`config.mk`:
```
export PLATFORM = sky130hd
export DESIGN_NAME = uart_lb_bridge
export DESIGN_NICKNAME = d
export VERILOG_FILES = /design/src/rtl/uart_lb_pkg.sv /design/src/rtl/uart_lb_txser.sv /design/src/rtl/uart_lb_bridge.sv
export SDC_FILE = /design/constraint.sdc
export NUM_CORES = 1
export LEC_CHECK = 0
export BUFFER_PORTS_ARGS = -buffer_cell sky130_fd_sc_hd__buf_2
export CORE_MARGIN = 2
export CORE_UTILIZATION = 63
export CTS_CLUSTER_DIAMETER = 150
export DETAILED_ROUTE_END_ITERATION = 8
export HOLD_SLACK_MARGIN = 0.1
export PLACE_DENSITY_LB_ADDON = 0.08
export SLEW_MARGIN = 20
export SYNTH_ARGS = -nofsm -noshare
export SYNTH_HDL_FRONTEND = slang
export SYNTH_SLANG_ARGS = --single-unit
```
`constraint.sdc`:
```
create_clock -name clk -period 6.25 [get_ports clk]
set_clock_uncertainty 0.05 [all_clocks]
set_input_delay 0.9375 -clock clk [delete_from_list [all_inputs] [get_ports clk]]
set_output_delay 0.9375 -clock clk [all_outputs]
set_load 0.05 [all_outputs]
```
`src/rtl/uart_lb_pkg.sv`:
```
// Shared definitions for the UART <-> local-bus host-link bridge:
// sync marker words, command-word field widths and the Rx/Tx FSM state types.
package uart_lb_pkg;

  localparam int CMDW  = 8;
  localparam int ADDRW = 24;
  localparam int DATAW = 32;
  localparam int WORDW = CMDW + ADDRW + DATAW;

  localparam logic [WORDW-1:0] SYNC0 = 64'hffffffffffffffff;
  localparam logic [WORDW-1:0] SYNC1 = 64'hffffffffffffff00;

  typedef enum logic {
    HUNT,
    SYNCED
  } rx_state_e;

  typedef enum logic [1:0] {
    IDLE,
    SEND,
    BUSY,
    DRAIN
  } tx_state_e;

  // Sync marker words arriving on an aligned stream carry no command.
  function automatic logic is_sync_word(input logic [WORDW-1:0] w);
    return (w == SYNC0) || (w == SYNC1);
  endfunction

endpackage

```
`src/rtl/uart_lb_txser.sv`:
```
// Read-return serializer: accepts one 64-bit word when idle and sends it to
// the UART transmitter MSB byte first, one byte per txready idle period.
module uart_lb_txser
  import uart_lb_pkg::*;
(
  input  logic             clk,
  input  logic             rstn,
  input  logic [WORDW-1:0] rdata,
  input  logic             rvalid,
  output logic             rready,
  output logic [7:0]       txdata,
  output logic             txstart,
  input  logic             txready
);

  tx_state_e        state_q, state_d;
  logic [WORDW-1:0] sh_q, sh_d;
  logic [2:0]       idx_q, idx_d;
  logic [7:0]       txdata_q, txdata_d;
  logic             txstart_q, txstart_d;
  logic             rready_q, rready_d;

  // Next-state: handshake in IDLE, one start strobe per byte, then wait for
  // the transmitter to go busy and return to idle before the next byte.
  always_comb begin
    state_d   = state_q;
    sh_d      = sh_q;
    idx_d     = idx_q;
    txdata_d  = txdata_q;
    txstart_d = 1'b0;
    case (state_q)
      IDLE: begin
        // rready_q guards the first cycle after reset, when rready is still 0.
        if (rvalid && rready_q) begin
          sh_d    = rdata;
          idx_d   = 3'd0;
          state_d = SEND;
        end
      end
      SEND: begin
        if (txready) begin
          txdata_d  = sh_q[WORDW-1 -: 8];
          txstart_d = 1'b1;
          state_d   = BUSY;
        end
      end
      BUSY: begin
        if (!txready) begin
          state_d = DRAIN;
        end
      end
      DRAIN: begin
        if (txready) begin
          sh_d    = {sh_q[WORDW-9:0], 8'h00};
          idx_d   = idx_q + 3'd1;
          state_d = (idx_q == 3'd7) ? IDLE : SEND;
        end
      end
      default: state_d = IDLE;
    endcase
    // Registered so that rready reads 0 throughout reset and 1 once running.
    rready_d = (state_d == IDLE);
  end

  // State and datapath registers; reset returns to an idle, silent transmitter.
  always_ff @(posedge clk or negedge rstn) begin
    if (!rstn) begin
      state_q   <= IDLE;
      sh_q      <= '0;
      idx_q     <= '0;
      txdata_q  <= '0;
      txstart_q <= 1'b0;
      rready_q  <= 1'b0;
    end else begin
      state_q   <= state_d;
      sh_q      <= sh_d;
      idx_q     <= idx_d;
      txdata_q  <= txdata_d;
      txstart_q <= txstart_d;
      rready_q  <= rready_d;
    end
  end

  assign rready  = rready_q;
  assign txdata  = txdata_q;
  assign txstart = txstart_q;

endmodule

```
`src/rtl/uart_lb_bridge.sv`:
```
// UART byte stream <-> 64-bit local-bus command bridge.
// Rx: hunts for the {SYNC0, SYNC1} marker, then assembles big-endian
// {cmd, addr, data} words and strobes them out on wcmd/wvalid, dropping
// any in-stream sync words. Tx: read-return words go to uart_lb_txser.
// Optional inter-byte gap timer: define UART_LB_BRIDGE_TIMEOUT_EN.
module uart_lb_bridge
  import uart_lb_pkg::*;
#(
  parameter int TIMEOUT = 1000,
  parameter int TOCNTW  = 16
) (
  input  logic              clk,
  input  logic              rstn,
  input  logic [7:0]        rxdata,
  input  logic              rxvalid,
  output logic [7:0]        txdata,
  output logic              txstart,
  input  logic              txready,
  output logic [WORDW-1:0]  wcmd,
  output logic              wvalid,
  input  logic [WORDW-1:0]  rdata,
  input  logic              rvalid,
  output logic              rready,
  output logic              synced,
  output logic [TOCNTW-1:0] tocnt
);

  localparam logic [2*WORDW-1:0] SYNC_MARK = {SYNC0, SYNC1};

  rx_state_e          rx_state_q, rx_state_d;
  logic [2*WORDW-1:0] hist_q, hist_d;
  logic [WORDW-1:0]   asm_q, asm_d;
  logic [WORDW-1:0]   asm_shift;
  logic [WORDW-1:0]   wcmd_q, wcmd_d;
  logic               wvalid_q, wvalid_d;
  logic [2:0]         cnt_q, cnt_d;
  logic               to_abort;

  assign asm_shift = {asm_q[WORDW-9:0], rxdata};

  // Rx next-state: marker hunting, byte assembly and gap-timeout abort.
  always_comb begin
    rx_state_d = rx_state_q;
    hist_d     = hist_q;
    asm_d      = asm_q;
    cnt_d      = cnt_q;
    wcmd_d     = wcmd_q;
    wvalid_d   = 1'b0;
    if (rxvalid) begin
      case (rx_state_q)
        HUNT: begin
          if (hist_q == SYNC_MARK) begin
            // History still holds the marker (e.g. after a timeout):
            // this byte already starts the next aligned word.
            rx_state_d = SYNCED;
            asm_d      = asm_shift;
            cnt_d      = 3'd1;
          end else begin
            hist_d = {hist_q[2*WORDW-9:0], rxdata};
            if (hist_d == SYNC_MARK) begin
              rx_state_d = SYNCED;
              cnt_d      = 3'd0;
            end
          end
        end
        SYNCED: begin
          asm_d = asm_shift;
          cnt_d = cnt_q + 3'd1;
          if (cnt_q == 3'd7 && !is_sync_word(asm_shift)) begin
            wcmd_d   = asm_shift;
            wvalid_d = 1'b1;
          end
        end
        default: rx_state_d = HUNT;
      endcase
    end else if (to_abort) begin
      rx_state_d = HUNT;
      asm_d      = '0;
      cnt_d      = 3'd0;
    end
  end

  // Rx registers; a reset drops any partial word and alignment.
  always_ff @(posedge clk or negedge rstn) begin
    if (!rstn) begin
      rx_state_q <= HUNT;
      hist_q     <= '0;
      asm_q      <= '0;
      cnt_q      <= '0;
      wcmd_q     <= '0;
      wvalid_q   <= 1'b0;
    end else begin
      rx_state_q <= rx_state_d;
      hist_q     <= hist_d;
      asm_q      <= asm_d;
      cnt_q      <= cnt_d;
      wcmd_q     <= wcmd_d;
      wvalid_q   <= wvalid_d;
    end
  end

`ifdef UART_LB_BRIDGE_TIMEOUT_EN
  localparam int GAPW = $clog2(TIMEOUT + 1);

  logic [GAPW-1:0]   gap_q, gap_d;
  logic [TOCNTW-1:0] tocnt_q, tocnt_d;

  // Gap timer: runs only inside a partial aligned word; a received byte
  // always clears it, so a byte landing on the expiry cycle wins.
  always_comb begin
    gap_d    = '0;
    tocnt_d  = tocnt_q;
    to_abort = 1'b0;
    if (!rxvalid && rx_state_q == SYNCED && cnt_q != 3'd0) begin
      if (gap_q == GAPW'(TIMEOUT - 1)) begin
        to_abort = 1'b1;
        if (tocnt_q != '1) begin
          tocnt_d = tocnt_q + TOCNTW'(1);
        end
      end else begin
        gap_d = gap_q + GAPW'(1);
      end
    end
  end

  // Gap counter and saturating abort counter.
  always_ff @(posedge clk or negedge rstn) begin
    if (!rstn) begin
      gap_q   <= '0;
      tocnt_q <= '0;
    end else begin
      gap_q   <= gap_d;
      tocnt_q <= tocnt_d;
    end
  end

  assign tocnt = tocnt_q;
`else
  // TIMEOUT only matters when the gap timer is built.
  localparam int unused_timeout = TIMEOUT;

  assign to_abort = 1'b0;
  assign tocnt    = '0;
`endif

  assign synced = (rx_state_q == SYNCED);
  assign wcmd   = wcmd_q;
  assign wvalid = wvalid_q;

  uart_lb_txser u_txser (
    .clk     (clk),
    .rstn    (rstn),
    .rdata   (rdata),
    .rvalid  (rvalid),
    .rready  (rready),
    .txdata  (txdata),
    .txstart (txstart),
    .txready (txready)
  );

endmodule

```
==> results by group, run 1 <==
Worst setup path
  – Worst EP required: 6.59 ns
  – Reg2Reg Launch Point: hist_q[0]$_DFFE_PN0P_
  – Reg2Reg Capture Point: hist_q[64]$_DFFE_PN0P_
  – FF-to-FF path depth: 7
  – CP cell instances: or4_1 > nor4_2 > nand4_2 > o21ai_4 > buf_16 > buf_12 > mux2_2
  – Crit path DAT: 3.84 ns
  – Critical Path End Type: flip-flop
  – Slowest CP cell: o21ai_4
  – CP bufs+invs: 2
  – Critical-path maximum fanout: 78
  – Crit path launch: hist_q[0]$_DFFE_PN0P_
  – CP max stage delay: 0.60 ns
  – Crit Path Class: reg2reg
  – Reg2Reg Setup Slack: 2.75 ns
  – Top cell family by delay on the critical path: simple AND/OR/NAND/NOR gates
  – Worst Setup Start Kind: flip-flop

Route
  – Wire per inst: 19.1 um
  – 1st-pass router iterations: 5
  – Vias: 9,464
  – Post-DRT Antenna Nets: 0
  – Via/cell ratio: 5.75
  – DR DRC count: 0
  – Iteration-0 DRC Markers: 765
  – Wirelength, routed: 31,400 um

Floorplanning
  – Height of the die: 159 um
  – Core area: 23,500 um^2
  – Cell Rows: 56
  – IO Pins: 169
  – Chip Width: 159 um
  – Die ar.: 25,100 um^2
  – Initial Utilization: 64.1%

Clock network
  – Number of buffers created by CTS: 36
  – Clk root buf: clkbuf_16
  – Hold_buf cts: 0
  – CTS Buffer Depth: 3
  – TritonCTS clock tree: built
  – Clock-pin slew of the registers on the worst-case setup and hold paths: 0.06 ns
  – Number of gates resized after cts: 0
  – H-Tree Depth: 2
  – Worst-Skew Late Latency: 0.51 ns
  – Number of setup buffers added after CTS: 0
  – Clock Sink Count: 332

Synthesis
  – Distinct cells, synth: 41
  – EDFF count, synth: 0
  – Synth area leader: dfrtp_1
  – Syn Area/Cell: 12.8 um^2
  – Post-Syn Instances: 1,173
  – Top_reg_cell synth: dfrtp_1
  – Register area share after synthesis: 55.2%
  – Top cell type's share of synthesized area: 55.2%
  – Commonest cells post-synth: dfrtp_1, nand2_1, nand2b_1
  – Yosys reg bits: 332
  – Yosys Warn Count: 0
  – Most common cell in the synthesized netlist: dfrtp_1
  – Top cells by area, synth: dfrtp_1, mux2_4, mux2_2
  – Ys async rst share: 100%
  – Post-Synthesis Cell Area: 15,000 um^2

STA
  – Fin. Hold Viols: 0
  – Max Clk Rate: 286 MHz
  – Worst slew margin: 31.5%
  – Setup TNS: 0 ns
  – Final Cycle Share: 55.9%
  – Period minus WS final: 3.50 ns
  – Unrepaired setup endpoints after global routing: false
  – Setup Viol. Count Final: 0
  – Slew Limit Fails: 0
  – Tightest Pin Transition: 1.03 ns

Layout
  – Fin nets: 1,383
  – Layout area overhead: 12.8%
  – Filler instances: 1,645
  – Fraction of layout cells with a size suffix above 1: 30.7%

GRT
  – Tot GR Track Use: 25.8%
  – Number of global-route vias before repair: 9,477
  – Global-route wire length before repair: 51,100 um
  – Antenna violations before repair: 3
  – Largest net degree at the start of global routing: 150
  – Grt ovf: 0

Worst hold path
  – HP Class: in2async

Placement
  – HPWL Detailed: 19,900 um
  – # port buffers: 152
  – RePlAce Congestion: 0.837

Power and ir drop
  – LEAKAGE: 8.36 nW
  – Overall power: 0.00666 W
  – Peak supply drop: 0.000283 V
  – Power per cell area: 392 nW/um^2

Outcome
  – Outcome: finished clean

Flow run
  – Number of max-cap violations: 0
report_power, final:
| group | internal, W | switching, W | total, W | leakage [nW] |
|---|---|---|---|---|
| combinational | 0.000695 | 0.000651 | 0.00135 | 3.79 |
| sequential | 0.00270 | 0.000477 | 0.00318 | 3.98 |
| clock | 0.00131 | 0.000816 | 0.00213 | 0.585 |
| total | 0.00471 | 0.00194 | 0.00666 | 8.36 |
cells in the final DEF, fill, tap and decap left out, types with 2 or more instances in the layout:
master	netlist	final
a21oi_1	3	2
a22o_1	8	8
a32o_1	2	2
buf_12	11	2
buf_2	10	151
buf_4	17	10
bufinv_16	0	3
clkbuf_1	41	9
clkbuf_16	0	37
clkbuf_8	1	9
clkinv_2	0	3
conb_1	1	16
dfrtp_1	332	332
diode_2	0	2
ha_1	4	4
inv_1	5	5
mux2_1	20	20
mux2_2	72	72
mux2_4	100	100
mux2i_1	56	56
nand2_1	143	143
nand2b_1	114	114
nand4_1	63	63
nor2_1	7	6
nor4_1	17	17
o21ai_0	60	60
o221ai_1	48	48
o221ai_2	10	10
or4_1	4	4
how the worst max path moves through the flow:
stage	depth (start not counted)	end
floorplan	6	wcmd[14]$_DFFE_PN0P_
global placement	6	hist_q[65]$_DFFE_PN0P_
detailed placement	6	hist_q[66]$_DFFE_PN0P_
CTS	6	hist_q[64]$_DFFE_PN0P_
global route	7	hist_q[66]$_DFFE_PN0P_
finish	7	hist_q[64]$_DFFE_PN0P_
kinds of logic (layout without fill, tap and decap cells):
kind of cell / after synthesis / after routing / synth area share (%)
AOI/OAI and AO/OA: 137 / 137 / 6.87
adders and majority gates: 4 / 4 / 0.333
buffers and inverters: 95 / 232 / 4.53
DFF: 332 / 332 / 55.2
muxes: 248 / 248 / 20.6
other: 1 / 18 / 0.0249
and+or+nand+nor: 356 / 356 / 12.4
metrics by stage:
stage                     worst slack (ns)  std cells  utilization [%]  hold slack (ns)  area [um^2]
final                                 2.75       1646             72.3            0.418        17000
after global routing                  2.59       1646             72.3            0.448        17000
after CTS                             2.50       1643             72.2            0.421        16900
after detailed placement              2.50       1582             67.1            0.409        15700
after global placement                2.63       1582             67.1            0.400        15700
after floorplan                       3.53       1188                -            0.389        15100
area by class of cell:
class	count	area, um^2	area share (%)
clock buffer	55	1080	6.39
tap	319	399	2.35
inverter	6	22.5	0.133
multi-input combinational	761	6130	36.1
sequential	332	8310	49.0
timing repair buffer	165	913	5.38
antenna	2	5.00	0.0295
clock inverter	6	105	0.619
sequential cells by signal, summed over array words and instances, names as in the netlist:
| name | count |
|---|---|
| wcmd | 64 |
| u_txser.rready | 1 |
| u_txser.idx_q | 3 |
| u_txser.sh_q | 64 |
| cnt_q | 3 |
| wvalid | 1 |
| u_txser.state_q | 2 |
| synced | 1 |
| u_txser.txdata | 8 |
| hist_q | 128 |
| u_txser.txstart | 1 |
| asm_q | 56 |
layer usage:
layer	vias up	track usage, %	wire (um)
met4	2	7.51	699
met5	-	0	12
met2	213	41.7	15300
met1	4744	36.1	13900
met3	61	4.68	1460
li1	4444	-	-
Note: power is estimated with default switching activity, not from simulation.
==> run 2: changes to the inputs <==
ABC_AREA = 1   (was unset)
CORE_UTILIZATION = 53   (was 63)
clock period = 3 ns   (was 6.25 ns; I/O delays follow)
==> results by group, run 2 <==
Route
  – Iteration-0 DRC Markers: 794
  – DR DRC count: 0
  – Via/cell ratio: 4.98
  – Vias: 11,000
  – Wire per inst: 13.6 um
  – Wirelength, routed: 30,100 um
  – 1st-pass router iterations: 5
  – Post-DRT Antenna Nets: 0

Layout
  – Final core occ: 61.5%
  – Commonest non-fill, non-tap cell in the layout: nand2_1
  – Reg with most FFs: hist_q
  – Most frequent cells in the layout: nand2_1, dfrtp_1, o21ai_0, inv_1, buf_2
  – Max FFs per register: 128
  – Diodes inserted: 0
  – Fraction of layout cells with a size suffix above 1: 13.2%
  – Fin nets: 1,931
  – Layout area overhead: 14.4%
  – Final std cells w/o fill: 2,213

Worst setup path
  – CP max stage delay: 0.67 ns
  – Crit path DAT: 2.86 ns
  – Most common cell type on the critical path: nand2_1
  – CP bufs+invs: 1
  – Worst EP required: 3.39 ns
  – Slowest CP cell: buf_4
  – FF-to-FF path depth: 12
  – Stages on the worst setup path: 12
  – Top cell family by delay on the critical path: simple AND/OR/NAND/NOR gates
  – Crit Path Class: reg2reg
  – Worst Setup Start Kind: flip-flop
  – CP cell instances: nand2_1 > nor2_1 > nand2_1 > nor2_1 > nand2_1 > nor2_1 > nand2_2 > nand2_4 > nand2_2 > buf_4 > nand3_1 > nand2_1
  – Critical Path End Type: flip-flop
  – Critical-path maximum fanout: 83

Floorplanning
  – Chip Width: 169 um
  – IO Pins: 169
  – Initial Utilization: 53.8%
  – Cell Rows: 60
  – Core area: 26,900 um^2
  – Die ar.: 28,600 um^2
  – Height of the die: 169 um

Synthesis
  – Commonest cells post-synth: nand2_1, dfrtp_1, o21ai_0
  – EDFF count, synth: 0
  – Distinct cells, synth: 25
  – Synth area leader: dfrtp_1
  – Top cell type's share of synthesized area: 57.5%
  – Ys async rst share: 100%
  – Syn Area/Cell: 8.36 um^2
  – Most common cell in the synthesized netlist: nand2_1
  – Register area share after synthesis: 57.5%
  – Post-Syn Instances: 1,729
  – Top cells by area, synth: dfrtp_1, nand2_1, o21ai_0
  – Top_reg_cell synth: dfrtp_1
  – Yosys reg bits: 332
  – Yosys Warn Count: 0
  – Post-Synthesis Cell Area: 14,500 um^2

Clock network
  – H-Tree Depth: 2
  – Clock Sink Count: 332
  – Number of buffers created by CTS: 36
  – Number of gates resized after cts: 0
  – Hold_buf cts: 1
  – Worst-Skew Late Latency: 0.51 ns
  – CTS Buffer Depth: 3
  – Clk root buf: clkbuf_16
  – Clock-pin slew of the registers on the worst-case setup and hold paths: 0.06 ns
  – Number of setup buffers added after CTS: 0
  – TritonCTS clock tree: built

GRT
  – Antenna violations before repair: 0
  – Tot GR Track Use: 21.5%
  – Largest net degree at the start of global routing: 84
  – Number of global-route vias before repair: 10,400
  – Global-route wire length before repair: 51,200 um
  – Grt ovf: 0

STA
  – Tightest Pin Transition: 0.886 ns
  – Fin. Hold Viols: 0
  – Period minus WS final: 2.47 ns
  – Min Hold Slack: 0.140 ns
  – Unrepaired setup endpoints after global routing: false
  – Worst slew margin: 40.9%
  – Max Clk Rate: 405 MHz
  – Setup Viol. Count Final: 0
  – Setup TNS: 0 ns
  – Slew Limit Fails: 0
  – Final Cycle Share: 82.2%

Power and ir drop
  – Sw frac: 36.0%
  – Overall power: 0.0141 W
  – Int Power: 0.00904 W
  – P_sw: 0.00509 W
  – Clock power share: 30.8%
  – Comb power frac: 27.7%
  – Power per cell area: 854 nW/um^2
  – Sequential Power Share: 41.5%
  – LEAKAGE: 8.02 nW
  – Peak supply drop: 0.000588 V

Placement
  – Post-Place Cells: 2,152
  – HPWL Detailed: 20,100 um
  – RePlAce Congestion: 0.773
  – # port buffers: 152

Flow run
  – Number of max-cap violations: 0

Worst hold path
  – HP Class: in2reg
  – Hold depth: 3

Outcome
  – Outcome: finished clean
[run 2: cell count changes after synthesis, sizes merged, moves of 9 or more]
cell	delta
inv	+213
buf	+29
nor3	+11
nand2	+435
o21ai	+221
nand3	+119
nor4	-18
nor2	+54
nand2b	-114
nand4	-56
o221ai	-57
mux2	-192
clkbuf	-9
mux2i	-56
[run 2: tightest hold or removal path, cell delays in order]
cell	delay [ns]
buf_2	0.07
nand3_1	0.06
o21ai_0	0.07
[run 2: path summary, 6_finish.rpt]
check                                        start                             to  slack [ns]
hold / removal                            rdata[4]    u_txser.sh_q[4]$_DFFE_PN0P_        0.14
hold reg to reg               wcmd[51]$_DFFE_PN0P_           wcmd[51]$_DFFE_PN0P_        0.41
setup / recovery           hist_q[107]$_DFFE_PN0P_           cnt_q[1]$_DFFE_PN0P_        0.53
setup reg to reg           hist_q[107]$_DFFE_PN0P_           cnt_q[1]$_DFFE_PN0P_        0.53
min in group asynchronous                     rstn  u_txser.txdata[1]$_DFFE_PN0P_        0.45
max in group asynchronous                     rstn         hist_q[31]$_DFFE_PN0P_        1.54
[run 2: logic make-up (layout without fill, tap and decap cells)]
| logic type | after synthesis | count (layout) | share of synthesized area [%] |
|---|---|---|---|
| buffers and inverters | 327 | 455 | 10.1 |
| AND/OR/NAND/NOR | 779 | 779 | 21.6 |
| flip-flops | 332 | 332 | 57.5 |
| other | 1 | 16 | 0.0259 |
| adder cells (fa/ha/maj) | 4 | 4 | 0.346 |
| AO/OA/AOI/OAI | 286 | 286 | 10.4 |
[run 2: area by class of cell]
type | instances | area [um^2]
Multi-Input combinational cell | 1085 | 4780
Clock buffer | 55 | 1050
Tap cell | 341 | 427
Sequential cell | 332 | 8310
Inverter | 218 | 818
Fill cell | 2426 | 10300
Clock inverter | 5 | 105
Timing Repair Buffer | 177 | 1050
[run 2: metal layers]
layer	vias up	track usage [%]	part of all wire, %
met5	-	0	0
met4	0	4.94	1.8
met3	40	3.22	4.8
met2	234	33.1	45
met1	5159	32.7	49
li1	5597	-	-
[run 2: power groups by stage]
stage / Combinational [W] / Clock (W) / Sequential (W)
floorplan: 0.00158 / 0 / 0.00724
global placement: 0.00387 / 0 / 0.00592
detailed placement: 0.00394 / 0 / 0.00594
finish: 0.00391 / 0.00435 / 0.00587
CTS: 0.00396 / 0.00446 / 0.00587
global route: 0.00436 / 0.00464 / 0.00597
[run 2: metrics by stage]
stage               instance area [um^2]  worst slack, ns
finish                             16500            0.533
global route                       16500            0.302
CTS                                16500            0.518
detailed placement                 15400            0.588
global placement                   15400            0.630
floorplan                          14500             1.14
